$ cat src/rtl/i2c_target_regs.sv
`default_nettype none
// +----------------------------------------------------------------------------+
// | Module      : i2c_target_regs                                              |
// | Description : I2C target with pointer + burst register-file port; SCL/SDA  |
// |               oversampled by clk, SDA driven as open-drain low-enable.     |
// |               Define I2C_SPIKE_FILTER_EN for a 3-sample majority filter.   |
// | Revision    : 1.0 - initial release                                        |
// +----------------------------------------------------------------------------+
module i2c_target_regs #(
  parameter logic [6:0] DEV_ADDR    = 7'h48,
  parameter int         NUM_REGS    = 16,
  parameter int         SYNC_STAGES = 2
) (
  input  logic                        clk,
  input  logic                        reset_n,
  input  logic                        scl_i,
  input  logic                        sda_i,
  output logic                        sda_oe,
  output logic [$clog2(NUM_REGS)-1:0] reg_addr,
  output logic [7:0]                  reg_wdata,
  output logic                        reg_wr_en,
  input  logic [7:0]                  reg_rdata,
  output logic                        busy
);
  localparam int            AW       = $clog2(NUM_REGS);
  localparam logic [AW-1:0] LAST_REG = AW'(NUM_REGS - 1);

  typedef enum logic [3:0] {
    S_IDLE     = 4'd0,
    S_ADDR     = 4'd1,
    S_ADDR_ACK = 4'd2,
    S_PTR      = 4'd3,
    S_PTR_ACK  = 4'd4,
    S_WR       = 4'd5,
    S_WR_ACK   = 4'd6,
    S_RD       = 4'd7,
    S_RD_ACK   = 4'd8
  } state_t;

  // Synchronizers reset to 1 so an idle bus produces no edge after reset.
  logic [SYNC_STAGES-1:0] scl_sync_q, sda_sync_q;
  always_ff @(posedge clk or negedge reset_n) begin
    if (!reset_n) begin
      scl_sync_q <= '1;
      sda_sync_q <= '1;
    end else begin
      scl_sync_q <= {scl_sync_q[SYNC_STAGES-2:0], scl_i};
      sda_sync_q <= {sda_sync_q[SYNC_STAGES-2:0], sda_i};
    end
  end

  logic scl_s, sda_s;
`ifdef I2C_SPIKE_FILTER_EN
  logic [1:0] scl_hist_q, sda_hist_q;
  always_ff @(posedge clk or negedge reset_n) begin
    if (!reset_n) begin
      scl_hist_q <= 2'b11;
      sda_hist_q <= 2'b11;
    end else begin
      scl_hist_q <= {scl_hist_q[0], scl_sync_q[SYNC_STAGES-1]};
      sda_hist_q <= {sda_hist_q[0], sda_sync_q[SYNC_STAGES-1]};
    end
  end
  assign scl_s = (scl_sync_q[SYNC_STAGES-1] & scl_hist_q[0]) |
                 (scl_sync_q[SYNC_STAGES-1] & scl_hist_q[1]) |
                 (scl_hist_q[0] & scl_hist_q[1]);
  assign sda_s = (sda_sync_q[SYNC_STAGES-1] & sda_hist_q[0]) |
                 (sda_sync_q[SYNC_STAGES-1] & sda_hist_q[1]) |
                 (sda_hist_q[0] & sda_hist_q[1]);
`else
  assign scl_s = scl_sync_q[SYNC_STAGES-1];
  assign sda_s = sda_sync_q[SYNC_STAGES-1];
`endif

  logic scl_prev_q, sda_prev_q;
  always_ff @(posedge clk or negedge reset_n) begin
    if (!reset_n) begin
      scl_prev_q <= 1'b1;
      sda_prev_q <= 1'b1;
    end else begin
      scl_prev_q <= scl_s;
      sda_prev_q <= sda_s;
    end
  end

  logic scl_rise, scl_fall, start_det, stop_det;
  assign scl_rise  =  scl_s & ~scl_prev_q;
  assign scl_fall  = ~scl_s &  scl_prev_q;
  // SCL must be high in both samples so a simultaneous SCL fall is not a bus condition.
  assign start_det = scl_s & scl_prev_q & ~sda_s &  sda_prev_q;
  assign stop_det  = scl_s & scl_prev_q &  sda_s & ~sda_prev_q;

  state_t        state_q, state_d;
  logic [3:0]    cnt_q, cnt_d;
  logic [7:0]    shift_q, shift_d;
  logic [7:0]    tx_q, tx_d;
  logic          rw_q, rw_d;
  logic          mack_q, mack_d;
  logic          sda_oe_q, sda_oe_d;
  logic          busy_q, busy_d;
  logic [AW-1:0] addr_q, addr_d;
  logic [7:0]    wdata_q, wdata_d;
  logic          wr_en_q, wr_en_d;
  logic [AW-1:0] addr_inc;

  assign addr_inc = (addr_q == LAST_REG) ? '0 : addr_q + 1'b1;

  always_comb begin
    state_d  = state_q;
    cnt_d    = cnt_q;
    shift_d  = shift_q;
    tx_d     = tx_q;
    rw_d     = rw_q;
    mack_d   = mack_q;
    sda_oe_d = sda_oe_q;
    busy_d   = busy_q;
    addr_d   = addr_q;
    wdata_d  = wdata_q;
    wr_en_d  = 1'b0;
    if (wr_en_q) addr_d = addr_inc;
    if (stop_det) begin
      state_d  = S_IDLE;
      sda_oe_d = 1'b0;
      busy_d   = 1'b0;
      cnt_d    = '0;
    end else if (start_det) begin
      state_d  = S_ADDR;
      sda_oe_d = 1'b0;
      cnt_d    = '0;
    end else begin
      case (state_q)
        S_IDLE: ;
        S_ADDR, S_PTR, S_WR: begin
          if (scl_rise) begin
            shift_d = {shift_q[6:0], sda_s};
            cnt_d   = cnt_q + 4'd1;
          end else if (scl_fall && cnt_q == 4'd8) begin
            cnt_d = '0;
            if (state_q == S_ADDR) begin
              if (shift_q[7:1] == DEV_ADDR) begin
                sda_oe_d = 1'b1;
                busy_d   = 1'b1;
                rw_d     = shift_q[0];
                state_d  = S_ADDR_ACK;
              end else begin
                busy_d  = 1'b0;
                state_d = S_IDLE;
              end
            end else if (state_q == S_PTR) begin
              if (32'(shift_q) < NUM_REGS) begin
                sda_oe_d = 1'b1;
                addr_d   = shift_q[AW-1:0];
                state_d  = S_PTR_ACK;
              end else begin
                busy_d  = 1'b0;
                state_d = S_IDLE;
              end
            end else begin
              wdata_d  = shift_q;
              wr_en_d  = 1'b1;
              sda_oe_d = 1'b1;
              state_d  = S_WR_ACK;
            end
          end
        end
        S_ADDR_ACK: begin
          if (scl_fall) begin
            if (rw_q) begin
              tx_d     = {reg_rdata[6:0], 1'b0};
              sda_oe_d = ~reg_rdata[7];
              state_d  = S_RD;
            end else begin
              sda_oe_d = 1'b0;
              state_d  = S_PTR;
            end
          end
        end
        S_PTR_ACK, S_WR_ACK: begin
          if (scl_fall) begin
            sda_oe_d = 1'b0;
            state_d  = S_WR;
          end
        end
        S_RD: begin
          if (scl_rise) begin
            cnt_d = cnt_q + 4'd1;
          end else if (scl_fall) begin
            if (cnt_q == 4'd8) begin
              cnt_d    = '0;
              sda_oe_d = 1'b0;
              state_d  = S_RD_ACK;
            end else begin
              sda_oe_d = ~tx_q[7];
              tx_d     = {tx_q[6:0], 1'b0};
            end
          end
        end
        S_RD_ACK: begin
          // Pointer advances at the ACK rise so reg_rdata already reflects it at the fall.
          if (scl_rise) begin
            mack_d = sda_s;
            if (!sda_s) addr_d = addr_inc;
          end else if (scl_fall) begin
            if (!mack_q) begin
              tx_d     = {reg_rdata[6:0], 1'b0};
              sda_oe_d = ~reg_rdata[7];
              state_d  = S_RD;
            end else begin
              busy_d  = 1'b0;
              state_d = S_IDLE;
            end
          end
        end
        default: state_d = S_IDLE;
      endcase
    end
  end

  always_ff @(posedge clk or negedge reset_n) begin
    if (!reset_n) begin
      state_q  <= S_IDLE;
      cnt_q    <= '0;
      shift_q  <= '0;
      tx_q     <= '0;
      rw_q     <= 1'b0;
      mack_q   <= 1'b1;
      sda_oe_q <= 1'b0;
      busy_q   <= 1'b0;
      addr_q   <= '0;
      wdata_q  <= '0;
      wr_en_q  <= 1'b0;
    end else begin
      state_q  <= state_d;
      cnt_q    <= cnt_d;
      shift_q  <= shift_d;
      tx_q     <= tx_d;
      rw_q     <= rw_d;
      mack_q   <= mack_d;
      sda_oe_q <= sda_oe_d;
      busy_q   <= busy_d;
      addr_q   <= addr_d;
      wdata_q  <= wdata_d;
      wr_en_q  <= wr_en_d;
    end
  end

  assign sda_oe    = sda_oe_q;
  assign busy      = busy_q;
  assign reg_addr  = addr_q;
  assign reg_wdata = wdata_q;
  assign reg_wr_en = wr_en_q;
endmodule
`default_nettype wire

$ cat config.mk
export PLATFORM = sky130hd
export DESIGN_NAME = i2c_target_regs
export DESIGN_NICKNAME = d
export VERILOG_FILES = /design/src/rtl/i2c_target_regs.sv
export SDC_FILE = /design/constraint.sdc
export NUM_CORES = 1
export LEC_CHECK = 0
export ABC_AREA = 0
export BUFFER_PORTS_ARGS = -buffer_cell sky130_fd_sc_hd__buf_2
export CORE_ASPECT_RATIO = 0.9
export CORE_MARGIN = 4
export CORE_UTILIZATION = 40
export DETAILED_ROUTE_END_ITERATION = 6
export HOLD_SLACK_MARGIN = 0.12
export SETUP_SLACK_MARGIN = 0.5
export SLEW_MARGIN = 10
export SYNTH_ARGS = -nofsm -noshare
export SYNTH_HDL_FRONTEND = slang
export SYNTH_SLANG_ARGS = --single-unit
$ cat constraint.sdc
create_clock -name clk -period 3.2 [get_ports clk]
set_clock_uncertainty 0.05 [all_clocks]
set_input_delay 0.32 -clock clk [delete_from_list [all_inputs] [get_ports clk]]
set_output_delay 0.32 -clock clk [all_outputs]
set_load 0.05 [all_outputs]
==> metrics <==
# diodes=0; Slew Limit Fails=0; grt met3 use=2.33%; leading area contributor after synthesis=dfrtp_1; Mapped Cells=between 200 and 300; startpoint types=flop; Post-Synth Adder-Cell Area=about 2.7%; initial antenna violation count=0; share of cells above drive strength 1=between 30 and 40%; clk buf depth=2; htree depth=2; Req. time, crit path=about 3.3 ns; GPL Wtd Cong=approximately 0.83; DRT Wirelength=just under 6 mm; GR Overflow Total=0; Hold Fails Final Rpt=0; Async SR Flop Fraction=between 90% and 100%; DP HPWL=about 4.1 mm; clk_lat worst skew=0.30 ns; Synthesized Nets=between 200 and 300; FF-to-FF End=reg_wdata[7]; Worst Path Arrival=2.63 ns; core footprint=between 6000 and 7000 um2; first-pass detailed-route iteration total=4; Peak VDD IR=322 uV; Post-Synth XOR/XNOR Area=1.88%; Die Ht=around 87 um; path depth of the worst reg2reg path=6; clock tree sinks=46; DR vias=between 2,000 and 2,500; sequential share of the synthesized area=41.4%; Area contributors post-synth=dfrtp_1, mux2_4, dfstp_2; number of synthesized flops with an enable pin=0; CP Capture Type=flop; fillers=around 600; Sum Neg Setup Slack=0 ns; post-route ant nets=0; Initial Util=41.8%; simple-gate share of the synthesized area=a little under a fifth; GR Util met2=~22%; Worst Max-Slew Pin Slew=roughly 1.0 ns; PwrDens=~400 nW/um2; Iteration-0 DRC Markers=between 100 and 150; Netlist Area Pre-Place=around 2800 um2; Top FF cell, synth=dfrtp_1; Via density=5.36; fmax=401 MHz; row count=28; vias in the first global route=1,954; status=completed; Reg area=1160 um2; clock root buffer=clkbuf_8; die span in x=approximately 96 um; mux share of post-synthesis cell area=16.4%; post-cts resize count=0; Synth Area in Compound Gates=16.0%; TritonCTS Buffers=5; Mean Syn Cell Area=around 11 um2; crit path max fanout=14; Die Footprint=roughly 8400 um2; Yosys top cell area share=between 30% and 40%; #FFs+latches synth=46; Ports=27; Pleak=1.38 nW; Hold WC Path Type=in2async; critical path class=reg2reg; CTS tree=built; max cap viols=0; postcts setup bufs=0; power after layout=1.22 mW; slew margin rel.=between 30% and 40%; period utilization=77.9%; setup violators final=0; first-pass GRT wire length=9.97 mm; R2R setup slack=just over 0.7 ns; Area Overhead vs Synth=11.4%; Worst-path clk slew=around 0.09 ns; CTS hold repair buffers=2; port buffer count=26; Tmin final=between 2 and 2.5 ns; combinational family with the most area after synthesis=simple AND/OR/NAND/NOR gates; GR peak layer=met1; footprint of the multi-input gates=1540 um2; count of cell types in the netlist=60; GR Util All Layers=about 15%; Yosys Warn Count=0; Remaining DRCs=0; Layout Nets=just over 300; met1 usage=a little under a quarter; WL/cell=between 15 and 20 um; largest net degree at the start of global routing=47; Crit Reg-Reg Startpoint=scl_prev_q; RSZ-0062 raised after global routing=false
==> worst max-delay path, cell delays in order (launching register included) <==
cell	delay, ns
dfstp_2	0.55
inv_1	0.04
ha_1	0.34
nor2b_1	0.26
nand2_1	0.14
nor4_4	0.64
mux2_4	0.35
==> per-layer routing <==
metal / wire [um] / part of all wire (%)
met5: 0 / 0
met1: 2970 / 52
met4: 59 / 1.0
met2: 2590 / 45
met3: 146 / 2.5
==> cells in the final DEF, fill, tap and decap left out, types with 4 or more instances in the layout <==
cell	n
mux2_2	15
buf_2	26
xnor2_1	4
nand3_1	5
clkbuf_8	5
dfrtp_1	39
nor4_1	4
nand2b_1	4
dfstp_2	7
mux2i_1	7
o21ai_0	11
ha_1	6
nor2_1	11
mux2_4	14
nand2_1	22
nand4_1	6
nor2b_1	5
nor3_1	7
a21oi_1	12
inv_1	7
==> worst max path at each step <==
stage / startpoint / endpoint / slack, ns / cells past startpoint
after global routing: scl_prev_q / reg_wdata[1] / 0.51 / 6
after global placement: scl_prev_q / reg_wdata[5] / 0.78 / 6
after CTS: scl_prev_q / reg_wdata[7] / 0.67 / 6
final: scl_prev_q / reg_wdata[7] / 0.71 / 6
after floorplan: scl_prev_q / tx_q[2] / 1.09 / 8
after detailed placement: scl_prev_q / reg_wdata[4] / 0.69 / 6
==> sequential cells by signal, summed over array words and instances, names as in the netlist, 2 cells and up <==
signal,flops
scl_sync_q,2
reg_addr,4
state_q,4
shift_q,8
cnt_q,4
tx_q,7
sda_sync_q,2
reg_wdata,8
==> cell families after synthesis <==
logic type / after synthesis
multiplexers: 37
flip-flops: 46
buffers and inverters: 21
AND/OR/NAND/NOR: 85
XOR/XNOR: 6
AO/OA/AOI/OAI: 60
adder cells (fa/ha/maj): 6
==> per-stage QoR <==
| stage | setup slack, ns | std cells | hold slack [ns] | cell area (um2) | utilization, % |
|---|---|---|---|---|---|
| floorplan | 1.09 | 261 | -0.0256 | 2800 | - |
| global placement | 0.782 | 366 | 0.296 | 2990 | 44.7 |
| detailed placement | 0.691 | 366 | 0.297 | 2990 | 44.7 |
| CTS | 0.670 | 376 | 0.180 | 3120 | 46.6 |
| global route | 0.508 | 376 | 0.230 | 3120 | 46.6 |
| finish | 0.708 | 376 | 0.138 | 3120 | 46.6 |
==> Yosys cell counts (4+ instances only) <==
cell type,instances
dfrtp_1,39
nand2_1,22
mux2_2,15
mux2_4,14
a21oi_1,12
nor2_1,11
o21ai_0,11
dfstp_2,7
inv_1,7
mux2i_1,7
nor3_1,7
clkbuf_1,6
ha_1,6
nand4_1,6
buf_2,5
nand3_1,5
nor2b_1,5
nand2b_1,4
nor4_1,4
xnor2_1,4
==> where the power goes <==
part / internal [mW] / switching (mW) / total (mW) / leakage [nW]
registers: 0.606 / 0.0285 / 0.634 / 0.615
logic: 0.0531 / 0.0869 / 0.140 / 0.710
clock network: 0.234 / 0.206 / 0.441 / 0.0585
total: 0.893 / 0.322 / 1.22 / 1.38
==> final cells by class <==
cell class | count | area share [%]
tap | 90 | 3.61
clock buffer | 5 | 2.21
clock inverter | 3 | 1.40
timing repair buffer | 30 | 5.29
inverter | 8 | 0.962
multi-input combinational | 194 | 49.4
sequential | 46 | 37.2
No activity file was read; power rests on OpenSTA's default activity.
